$ cat src/rtl/pcs_block_lock.sv
// Receive-side 64b/66b block-lock controller: sync-header check, gearbox bit-slip and descrambler gating.
// Optional high-BER monitor is built only when BER_MONITOR_EN is defined; otherwise hi_ber is tied 0.
module pcs_block_lock #(
   parameter int LOCK_CNT    = 64,
   parameter int INVALID_MAX = 16,
   parameter int SLIP_WAIT   = 4
`ifdef BER_MONITOR_EN
   ,
   parameter int BER_WINDOW  = 19531,
   parameter int BER_THRESH  = 16
`endif
) (
   input  logic       clk,
   input  logic       rst,
   input  logic [1:0] in_header,
   input  logic       in_header_valid,
   output logic       slip,
   output logic       block_lock,
   output logic       descr_valid,
   output logic [7:0] slip_count,
   output logic       hi_ber
);

   localparam int CNT_W  = $clog2(LOCK_CNT + 1);
   localparam int WAIT_W = $clog2(SLIP_WAIT + 1);

   localparam logic [CNT_W-1:0]  SH_LAST   = CNT_W'(LOCK_CNT - 1);
   localparam logic [CNT_W-1:0]  INV_LAST  = CNT_W'(INVALID_MAX - 1);
   localparam logic [WAIT_W-1:0] WAIT_LAST = WAIT_W'(SLIP_WAIT - 1);

   typedef enum logic [1:0] {
      S_RESET_CNT,
      S_TEST,
      S_SLIP,
      S_WAIT
   } state_t;

   state_t              r_state,      w_state_nxt;
   logic [CNT_W-1:0]    r_sh_cnt,     w_sh_cnt_nxt;
   logic [CNT_W-1:0]    r_inv_cnt,    w_inv_cnt_nxt;
   logic [WAIT_W-1:0]   r_wait_cnt,   w_wait_cnt_nxt;
   logic                r_block_lock, w_block_lock_nxt;
   logic [7:0]          r_slip_count, w_slip_count_nxt;

   logic w_hdr_ok;
   logic w_hdr_bad;

   // Only 01 and 10 are legal sync headers.
   assign w_hdr_ok  = in_header[1] ^ in_header[0];
   assign w_hdr_bad = in_header_valid & ~w_hdr_ok;

   // NOTE: state registers use non-blocking assignments so every flop samples pre-edge values.
   always_ff @(posedge clk or posedge rst) begin
      if (rst) begin
         r_state      <= S_RESET_CNT;
         r_sh_cnt     <= '0;
         r_inv_cnt    <= '0;
         r_wait_cnt   <= '0;
         r_block_lock <= 1'b0;
         r_slip_count <= '0;
      end else begin
         r_state      <= w_state_nxt;
         r_sh_cnt     <= w_sh_cnt_nxt;
         r_inv_cnt    <= w_inv_cnt_nxt;
         r_wait_cnt   <= w_wait_cnt_nxt;
         r_block_lock <= w_block_lock_nxt;
         r_slip_count <= w_slip_count_nxt;
      end
   end

   // NOTE: every next-state signal gets a hold default first, so no path can infer a latch.
   always_comb begin
      w_state_nxt      = r_state;
      w_sh_cnt_nxt     = r_sh_cnt;
      w_inv_cnt_nxt    = r_inv_cnt;
      w_wait_cnt_nxt   = r_wait_cnt;
      w_block_lock_nxt = r_block_lock;
      w_slip_count_nxt = r_slip_count;

      case (r_state)
         S_RESET_CNT: begin
            w_sh_cnt_nxt  = '0;
            w_inv_cnt_nxt = '0;
            w_state_nxt   = S_TEST;
         end

         S_TEST: begin
            if (in_header_valid) begin
               if (!r_block_lock) begin
                  if (!w_hdr_ok) begin
                     w_state_nxt = S_SLIP;
                  end else if (r_sh_cnt == SH_LAST) begin
                     w_block_lock_nxt = 1'b1;
                     w_state_nxt      = S_RESET_CNT;
                  end else begin
                     w_sh_cnt_nxt = r_sh_cnt + 1'b1;
                  end
               end else begin
                  w_sh_cnt_nxt = r_sh_cnt + 1'b1;
                  if (!w_hdr_ok) begin
                     w_inv_cnt_nxt = r_inv_cnt + 1'b1;
                  end
                  // Loss of lock wins over a coincident window end.
                  if (!w_hdr_ok && (r_inv_cnt == INV_LAST)) begin
                     w_block_lock_nxt = 1'b0;
                     w_state_nxt      = S_SLIP;
                  end else if (r_sh_cnt == SH_LAST) begin
                     w_state_nxt = S_RESET_CNT;
                  end
               end
            end
         end

         S_SLIP: begin
            if (r_slip_count != 8'hFF) begin
               w_slip_count_nxt = r_slip_count + 1'b1;
            end
            w_wait_cnt_nxt = '0;
            w_state_nxt    = S_WAIT;
         end

         S_WAIT: begin
            w_wait_cnt_nxt = r_wait_cnt + 1'b1;
            if (r_wait_cnt == WAIT_LAST) begin
               w_state_nxt = S_RESET_CNT;
            end
         end

         default: begin
            w_state_nxt = S_RESET_CNT;
         end
      endcase
   end

   assign slip        = (r_state == S_SLIP);
   assign block_lock  = r_block_lock;
   assign descr_valid = in_header_valid & r_block_lock;
   assign slip_count  = r_slip_count;

`ifdef BER_MONITOR_EN
   localparam int WIN_W = $clog2(BER_WINDOW);
   localparam int BER_W = $clog2(BER_THRESH + 1);

   localparam logic [WIN_W-1:0] WIN_LAST = WIN_W'(BER_WINDOW - 1);
   localparam logic [BER_W-1:0] BER_LIM  = BER_W'(BER_THRESH);

   logic [WIN_W-1:0] r_win_cnt;
   logic [BER_W-1:0] r_ber_cnt;
   logic             r_hi_ber;

   always_ff @(posedge clk or posedge rst) begin
      if (rst) begin
         r_win_cnt <= '0;
         r_ber_cnt <= '0;
         r_hi_ber  <= 1'b0;
      end else if (r_win_cnt == WIN_LAST) begin
         // A bad header on the closing cycle is charged to the window that starts now.
         r_win_cnt <= '0;
         r_hi_ber  <= (r_ber_cnt >= BER_LIM);
         r_ber_cnt <= w_hdr_bad ? BER_W'(1) : '0;
      end else begin
         r_win_cnt <= r_win_cnt + 1'b1;
         if (r_ber_cnt == BER_LIM) begin
            r_hi_ber <= 1'b1;
         end
         if (w_hdr_bad && (r_ber_cnt != BER_LIM)) begin
            r_ber_cnt <= r_ber_cnt + 1'b1;
         end
      end
   end

   assign hi_ber = r_hi_ber;
`else
   assign hi_ber = 1'b0;
`endif

endmodule

$ cat config.mk
export PLATFORM = sky130hd
export DESIGN_NAME = pcs_block_lock
export DESIGN_NICKNAME = d
export VERILOG_FILES = /design/src/rtl/pcs_block_lock.sv
export SDC_FILE = /design/constraint.sdc
export NUM_CORES = 1
export LEC_CHECK = 0
export CAP_MARGIN = 30
export CORE_ASPECT_RATIO = 0.8
export CORE_MARGIN = 2
export CORE_UTILIZATION = 45
export DETAILED_ROUTE_END_ITERATION = 8
export PLACE_DENSITY = 0.62
export SLEW_MARGIN = 20
export SYNTH_ARGS = -nofsm -noshare
export SYNTH_HDL_FRONTEND = slang
export SYNTH_SLANG_ARGS = --single-unit
$ cat constraint.sdc
create_clock -name clk -period 2.56 [get_ports clk]
set_clock_uncertainty 0.2 [all_clocks]
set_input_delay 0.512 -clock clk [delete_from_list [all_inputs] [get_ports clk]]
set_output_delay 0.512 -clock clk [all_outputs]
set_load 0.005 [all_outputs]
==> results of run 1 <==
power by group through the flow:
| stage | registers, mW | clock network, mW | logic (mW) |
|---|---|---|---|
| 2_1_floorplan | 0.661 | 0 | 0.374 |
| 3_3_place_gp | 0.697 | 0 | 0.487 |
| 3_5_place_dp | 0.706 | 0 | 0.504 |
| 4_1_cts | 0.698 | 0.275 | 0.509 |
| 5_1_grt | 0.722 | 0.287 | 0.564 |
| 6_report | 0.699 | 0.264 | 0.501 |
cells in the mapped netlist (all sizes together):
cell and count:
o221ai 1, a21oi 6, nand3 8, o22a 1, mux2i 2, and4 1, o21ai 12, conb 1
nand4 5, xor2 3, a31oi 1, nor2 9, or3 3, and3 1, a32o 1, a21o 1
and2 1, inv 7, nor3 5, nor4 3, ha 5, nand2 11, xnor2 11, clkbuf 2
a22o 3, nand2b 1, or4 1, nand4b 1, dfrtp 28, o22ai 2, and2b 2, buf 6
mux2 1, and4b 1, a21boi 1, nand3b 2, a211oi 1
layer usage:
layer | vias to the layer above | part of all wire [%]
li1 | 570 | -
met1 | 522 | 51
met2 | 15 | 44
met3 | 2 | 3.9
met4 | 0 | 0.37
met5 | - | 0
registers in the layout, summed over array words and instances, names as in the netlist, named ones only:
| name | cells |
|---|---|
| r_sh_cnt | 7 |
| r_state | 1 |
| block_lock | 1 |
| r_inv_cnt | 7 |
| slip_count | 8 |
| r_wait_cnt | 3 |
worst max-delay path by stage:
| stage | from | end | slack, ns | depth (start not counted) |
|---|---|---|---|---|
| 6_report | in_header_valid | descr_valid | 0.14 | 3 |
| 3_3_place_gp | in_header_valid | descr_valid | 0.17 | 3 |
| 5_1_grt | in_header_valid | descr_valid | 0.09 | 3 |
| 3_5_place_dp | in_header_valid | descr_valid | 0.15 | 3 |
| 2_1_floorplan | in_header[0] | r_sh_cnt[1]$_DFFE_PP0P_ | 0.80 | 5 |
| 4_1_cts | in_header_valid | descr_valid | 0.14 | 3 |
area by class of cell:
class	instances	area, um^2	share of cell area [%]
multi-input combinational	108	757	42.4
sequential	28	701	39.3
timing repair buffer	21	195	10.9
clock buffer	4	55.1	3.09
tap	40	50.0	2.81
inverter	7	26.3	1.47
cell families (layout without fill, tap and decap cells):
group	count (synthesis)	in the layout
XOR/XNOR	14	14
flip-flops	28	28
adder cells (fa/ha/maj)	5	5
buffers and inverters	15	32
other	1	1
multiplexers	3	3
AND/OR/NAND/NOR	55	55
AO/OA/AOI/OAI	30	30
==> flow_summary.toml, run 1 <==
[status]
status = "finished, final reports clean"

[cts]
cts_resized = 0
cts_tree = "done"
hold_buffers = 0
clk_latency_ns = 0.27
htree_levels = 1
numCtsBuffers = 3
cts_setup_buffers = 0
cts_sinks = 28
cts_buffer_depth = 2
cts_root_buf = "clkbuf_8"
clk_pin_slew_worst_paths_ns = 0.08

[layout]
final_cell_mix = "28 x dfrtp_1, 15 x clkdlybuf4s50_1, 12 x o21ai_0, 11 x nand2_1, 11 x xnor2_1"
fin_cells = 208
fin_util_pct = 56.2
final_area_mm2 = 0.00178
syn_to_final_growth_pct = 15.7
final_common_cell = "dfrtp_1"
nets = 179
antenna_cells = 0
drive_gt1_share_pct = 11.9
nFillCells = 282

[logic_synthesis]
seq_area_frac_synth_pct = 45.4
synth-adder-area-share_pct = 4.06
synth_seq_cells = 28
synth_top_area_cell = "dfrtp_1"
synth.area.mux_share_pct = 2.03
synthCells = 151
synth_area_leaders = "dfrtp_1 45%, xnor2_1 6.2%, ha_1 4.1%"
synth_warnings = 0
avgSynthCellArea_um2 = 10.2
synth_compound_area_share_pct = 13.5
synthesis.nets = 161
yosysUniqueCellTypes = 44
synth_top_family_by_area = "simple AND/OR/NAND/NOR gates"
synth-xor-area-share_pct = 7.95
syn_area_mm2 = 0.00154
yosysTopAreaCellShare_pct = 45.4
yosys.area_share.simple_pct = 21.2

[critical_path]
cpLargestDelayFamily = "buffers and inverters"
timing.rr.end = "r_sh_cnt[6]$_DFFE_PP0P_"
cpPeakStageDelay_ns = 0.54
critical_path_class = "in -> out"
cpMostUsedCell = "clkdlybuf4s50_1"
r2r_start = "r_sh_cnt[0]$_DFFE_PP0P_"
cp_slowest_cell = "clkdlybuf4s50_1"
critPathArrivalTime_ns = 1.70
crit_chain = "clkdlybuf4s50_1 > and2_2 > clkdlybuf4s50_1"
r2r_cells = 5
crit_path_end_kind = "primary output"
critPathLaunchType = "input port"
crit_buf_inv = 2
worstPathRequired_ns = 1.85
r2r_slack_ns = 0.61
crit_fanout = 5

[power_and_ir_drop]
p_seq_share_pct = 47.8
ir_drop_v = 0.000424
finalPower_mw = 1.46
combPwrFrac_pct = 34.2
sw_frac_of_total_pct = 34.4
p_int_mw = 0.960
leakage_nw = 0.757
powerDensity_mw_per_mm2 = 820
pwr-share-clk_pct = 18.0
p_switching_mw = 0.503

[route]
drt_first_pass_iters = 4
vias = 1109
wirelength_um = 2670
drc = 0
drt_iter0_drc = 37
wl_per_cell_um = 12.8
viasPerCell = 5.33
ant_nets = 0

[floorplanning]
dieArea_mm2 = 0.00392
die_w_um = 69.5
die_height_um = 56.4
top_level_ports = 17
start_util_pct = 48.6
coreArea_mm2 = 0.00318
fp-row-count = 18

[global_route]
antenna_found_initial = 0
gr-total-overflow = 0
use_met2_pct = 23.5
grt_pass1_wl_um = 4520
use_met1_pct = 19.5
gr-max-usage-layer = "met2"
grt_usage_pct = 14.4
grt_max_degree = 29
grt.met3_usage_pct = 4.31
grt_pass1_vias = 1008

[timing]
setup_viol = 0
hold_violations = 0
setup_ws_ns = 0.144
rsz0062_at_grt = "false"
final.setup.tns_ns = 0
relSlewSlack_pct = 60.1
max_freq_mhz = 414
period_needed_ns = 2.42
tightest_slew_ns = 0.596
period_share_pct = 94.4
whs_ns = 0.304
maxSlewViolCount = 0

[place]
routabilityCongestion = 0.850
portBuffers = 15
pre_cts_ws_ns = 0.148
post_dp_cell_area_mm2 = 0.00173
dp_cells = 204
dp_hpwl_um = 2030

[min_path]
min_from = "slip_count[7]$_DFFE_PP0P_"
hold_path_class = "reg -> reg"
holdPathStages = 1
hold_end = "slip_count[7]$_DFFE_PP0P_"

[run]
cap_violations = 0
Power figures use the tool's default switching activity.
==> run 2: changes to the inputs <==
--- a/config.mk
+++ b/config.mk
@@ -5,6 +5,7 @@
 export SDC_FILE = /design/constraint.sdc
 export NUM_CORES = 1
 export LEC_CHECK = 0
+export ABC_AREA = 1
 export CAP_MARGIN = 30
 export CORE_ASPECT_RATIO = 0.8
 export CORE_MARGIN = 2
==> flow_summary.toml, run 2 <==
[status]
status = "finished, final reports clean"

[timing]
final.setup.tns_ns = 0
period_share_pct = 93.7
relSlewSlack_pct = 55.1
tightest_slew_ns = 0.674
setup_viol = 0
max_freq_mhz = 417
period_needed_ns = 2.40
rsz0062_at_grt = "false"
hold_violations = 0
whs_ns = 0.238
maxSlewViolCount = 0

[run]
cap_violations = 0

[route]
wl_per_cell_um = 12.1
drt_first_pass_iters = 4
ant_nets = 0
drt_iter0_drc = 49
viasPerCell = 5.01
wirelength_um = 3340
vias = 1384
drc = 0

[logic_synthesis]
synth-xor-area-share_pct = 5.30
avgSynthCellArea_um2 = 7.58
synth_most_common_cell = "nand2_1"
synthesis.nets = 228
synth_compound_area_share_pct = 4.09
synthCells = 218
synth-edff-count = 0
async_flop_share_pct = 100
synth_warnings = 0
synth_seq_cells = 28
synth_area_leaders = "dfrtp_1 42%, nand2_1 16%, nand3_1 8.2%"
synth-adder-area-share_pct = 3.79
synth_top_area_cell = "dfrtp_1"
synth_top_family_by_area = "simple AND/OR/NAND/NOR gates"
seq_area_frac_synth_pct = 42.4
synth.area.mux_share_pct = 0
yosysUniqueCellTypes = 26
synthTopCellsByCount = "70 x nand2_1, 28 x dfrtp_1, 27 x nand3_1, 24 x inv_1, 18 x nor2_1"
synth_ff_type = "dfrtp_1"
yosysTopAreaCellShare_pct = 42.4
syn_area_mm2 = 0.00165
yosys.area_share.simple_pct = 35.8

[critical_path]
cpMostUsedCell = "clkdlybuf4s50_1"
crit_chain = "clkdlybuf4s50_1 > nand2_1 > inv_1 > clkdlybuf4s50_1"
crit_buf_inv = 3
crit_fanout = 4
cpPeakStageDelay_ns = 0.54
critPathLaunchType = "input port"
critPathArrivalTime_ns = 1.69
cp_slowest_cell = "clkdlybuf4s50_1"
crit_path_end_kind = "primary output"
worstPathRequired_ns = 1.85
critical_path_class = "in -> out"
cpLargestDelayFamily = "buffers and inverters"

[cts]
clk_pin_slew_worst_paths_ns = 0.10
cts_setup_buffers = 0
htree_levels = 1
cts_root_buf = "clkbuf_8"
hold_buffers = 0
cts_buffer_depth = 2
cts_resized = 0
numCtsBuffers = 3
cts_sinks = 28
cts_tree = "done"
clk_latency_ns = 0.28

[global_route]
gr-total-overflow = 0
grt_pass1_wl_um = 5620
grt_max_degree = 23
antenna_found_initial = 0
grt_usage_pct = 17.1
grt_pass1_vias = 1271

[layout]
syn_to_final_growth_pct = 14.5
drive_gt1_share_pct = 6.84
antenna_cells = 0
largest_reg_flops = 8
nets = 245
final_common_cell = "nand2_1"
final_cell_mix = "70 x nand2_1, 28 x dfrtp_1, 27 x nand3_1, 24 x inv_1, 18 x nor2_1"

[floorplanning]
top_level_ports = 17
start_util_pct = 47.6
die_w_um = 71.7
coreArea_mm2 = 0.00347
dieArea_mm2 = 0.00417
die_height_um = 58.2
fp-row-count = 19

[power_and_ir_drop]
ir_drop_v = 0.000393
powerDensity_mw_per_mm2 = 811
leakage_nw = 0.982

[min_path]
hold_path_class = "in -> async"

[place]
portBuffers = 15
dp_hpwl_um = 2430
routabilityCongestion = 0.802
## run 2: path summary, 6_finish.rpt
path                                      startpoint                   endpoint  slack (ns)  depth (start not counted)
max                                  in_header_valid                descr_valid        0.16                          4
min                                              rst  r_wait_cnt[1]$_DFFE_PP0P_        0.24                          2
max reg2reg                  r_sh_cnt[0]$_DFFE_PP0P_    r_sh_cnt[2]$_DFFE_PP0P_        0.80                          8
min reg2reg                r_wait_cnt[1]$_DFFE_PP0P_  r_wait_cnt[1]$_DFFE_PP0P_        0.30                          2
max in group asynchronous                        rst    r_sh_cnt[2]$_DFFE_PP0P_        1.33                          3
min in group clk           r_wait_cnt[1]$_DFFE_PP0P_  r_wait_cnt[1]$_DFFE_PP0P_        0.30                          2
## run 2: through the flow
step                worst slack [ns]  power [mW]  cell area, um^2  util, %  cells
finish                         0.162        1.53             1890     54.5    276
global route                   0.109        1.64             1890     54.5    276
CTS                            0.163        1.55             1890     54.5    276
detailed placement             0.167        1.19             1820     52.5    272
global placement               0.209        1.18             1820     52.5    272
floorplan                       1.05        1.05             1650        -    218
## run 2: routing by layer
layer	share of wire (%)	track usage, %
met5	0	0
met4	0.54	3.50
met3	4.1	4.35
met2	44	28.2
met1	51	23.2
## run 2: where the power goes
| group | internal (mW) | switching, mW | total (mW) |
|---|---|---|---|
| registers | 0.543 | 0.122 | 0.665 |
| logic | 0.205 | 0.315 | 0.521 |
| clock network | 0.210 | 0.140 | 0.349 |
| total | 0.958 | 0.577 | 1.53 |
## run 2: cell type report
type | count | area [um^2]
inverters | 26 | 97.6
multi-input cells | 160 | 812
flip-flops and latches | 28 | 701
clock inverters | 1 | 30.0
well taps | 42 | 52.6
fillers | 334 | 1580
clock buffers | 3 | 41.3
repair buffers | 16 | 158
## run 2: cells by family (layout without fill, tap and decap cells)
| logic type | count (synthesis) | in the layout |
|---|---|---|
| and+or+nand+nor | 132 | 132 |
| buffers and inverters | 30 | 46 |
| DFF | 28 | 28 |
| AOI/OAI and AO/OA | 12 | 12 |
| xor gates and xnor gates | 10 | 10 |
| adders and majority gates | 5 | 5 |
| other | 1 | 1 |
## run 2: worst reg2reg max path, cell delays in order, from the launching register on
cell	delay [ns]
dfrtp_1	0.43
ha_1	0.24
nand3_1	0.15
inv_1	0.07
nand3_1	0.12
nand3_2	0.22
nand2_4	0.16
nand2_1	0.07
nand2_1	0.06
==> run 3: changes to the inputs <==
--- a/config.mk
+++ b/config.mk
@@ -12,6 +12,7 @@
 export CORE_UTILIZATION = 45
 export DETAILED_ROUTE_END_ITERATION = 8
 export PLACE_DENSITY = 0.62
+export SKIP_LAST_GASP = 1
 export SLEW_MARGIN = 20
 export SYNTH_ARGS = -nofsm -noshare
 export SYNTH_HDL_FRONTEND = slang
==> results of run 3 <==
The final DEF is identical to that of run 2; final timing and power are the same.
==> RTL edit, RTL diff (flow settings as in run 2) <==
Change the parameter `SLIP_WAIT` from 4 to 8.
--- a/src/rtl/pcs_block_lock.sv
+++ b/src/rtl/pcs_block_lock.sv
@@ -4,5 +4,5 @@
    parameter int LOCK_CNT    = 64,
    parameter int INVALID_MAX = 16,
-   parameter int SLIP_WAIT   = 4
+   parameter int SLIP_WAIT   = 8
 `ifdef BER_MONITOR_EN
    ,
Formal check against the unedited RTL: not equivalent (Yosys sat finds a counterexample within 10 cycles, from zero or initial values and one cycle with rst high).
==> RTL edit against run 2 <==
- area after synthesis rose by 3.6%
- setup slack lost 0.052 ns
- critical endpoint unchanged
- sequential power decreased by 2%
- critical path depth stayed put
- cell count is 6.9% higher
- register-to-register slack improved by 0.06 ns
- routed wire length is 0.36% lower
- design area rose by 6.3%
- fmax decreased by 2.1%
- power rose by 0.69%
- sequential cell count grew 1
- largest cell class unchanged
==> RTL edit: results (changes against run 2) <==
HPWL Detailed: 2490 µm (+2.3%)
Synth cell types: 26 (unchanged)
Nets: 259 (+5.7%)
capture point of the worst reg-to-reg path: slip_count[2]$_DFFE_PP0P_
H-Tree Depth: 2 (+1)
latest clock arrival within the worst-skew pair: 0.28 ns (about the same)
register area share after synthesis: 42.4% (about the same)
Placed Area: 1910 µm² (+4.9%)
largest net degree at the start of global routing: 30 (+30%)
highest fanout seen on the critical path: 4 (unchanged)
placed cells: 287 (+5.5%)
r2r setup slk: 0.86 ns (+0.06 ns)
Area contributors post-synth: dfrtp_1 (42%), nand2_1 (18%), nand3_1 (7.0%)
total wire length: 3330 µm (-0.36%)
CTS Buf Count: 5 (+2)
launching point of the worst reg2reg path: slip_count[0]$_DFFE_PP0P_
M2 GR Usage: 24.3% (-3.9 points)
final std cells w/o fill: 295 (+6.9%)
first-pass GRT wire length: 5980 µm (+6.4%)
Clock Pin Slew Worst Setup and Hold Paths: 0.06 ns (-0.04 ns)
Worst EP arrival: 1.74 ns (+0.05 ns)
Total GRT Usage: 18.2% (+1.1 points)
Post-Syn Nets: 238 (+4.4%)
status: complete, no violations
gpl congestion: 0.778 (-3.1%)
cells after synthesis: 229 (+5.0%)
layout cells sized above 1: 8.37% (+1.5 points)
static leakage: 0.983 nW (about the same)
worst hold slack: 0.324 ns (+0.0854 ns)
met1 GRT Util: 27.8% (+4.6 points)
initial drt markers: 99 (+100%)
Place WS: 0.118 ns (-0.0491 ns)
Max VDD drop: 498 µV (+27%)
Via density: 4.87 (-2.8%)
met3 Use GR: 5.78% (+1.4 points)
Port Buffers: 15 (unchanged)
Largest register FFs: 8 (unchanged)
post_cts resized: 0 (unchanged)
HP Class: flip-flop to flip-flop
most instantiated cells after synthesis: nand2_1 (82), dfrtp_1 (29), nand3_1 (24), inv_1 (21), nor2_1 (20)
fill count: 367 (+9.9%)
vias in the first global route: 1,305 (+2.7%)
-- RTL edit: cell types whose count changed after synthesis, moves of 2 or more --
cell / before / now
nor2_1: 18 / 20
buf_6: 3 / 0
nand2_1: 70 / 82
inv_1: 24 / 21
o21ai_0: 6 / 13
o21ai_1: 3 / 0
nand3_1: 27 / 24
-- RTL edit: kinds of logic after synthesis --
group                      share of synthesized area [%]
and+or+nand+nor                                     37.5
other                                              0.219
xor gates and xnor gates                            5.12
DFF                                                 42.4
AOI/OAI and AO/OA                                   5.34
buffers and inverters                               6.51
adders and majority gates                           2.92
-- RTL edit: area by class of cell --
cell class	instances	area, µm²	share of cell area [%]
multi-input cells	173	875	43.5
flip-flops and latches	29	726	36.1
repair buffers	16	158	7.84
clock buffers	7	96.3	4.79
inverters	25	96.3	4.79
well taps	44	55.1	2.74
clock inverters	1	5.00	0.249
-- RTL edit: report_power, final --
group | internal [mW] | switching [mW]
Sequential | 0.546 | 0.106
Combinational | 0.185 | 0.296
Clock | 0.242 | 0.170
Total | 0.973 | 0.572
-- RTL edit: worst max-delay path by stage --
stage                                 start                       to  slack (ns)  cells past startpoint
CTS                         in_header_valid              descr_valid        0.12                      4
global placement            in_header_valid              descr_valid        0.12                      4
detailed placement          in_header_valid              descr_valid        0.12                      4
global route                in_header_valid              descr_valid        0.04                      4
floorplan           r_sh_cnt[0]$_DFFE_PP0P_  r_sh_cnt[2]$_DFFE_PP0P_        1.08                      7
finish                      in_header_valid              descr_valid        0.11                      4
-- RTL edit: tightest hold or removal path, delay by kind of cell (launching register included) --
family / cells / cell delay [ns]
DFF: 1 / 0.36
and+or+nand+nor: 2 / 0.12
-- RTL edit: metal layers --
metal  part of all wire [%]  vias up
li1                       -      767
met1                     55      653
met2                     41       14
met3                    3.6        4
met4                   0.87        0
met5                      0        -
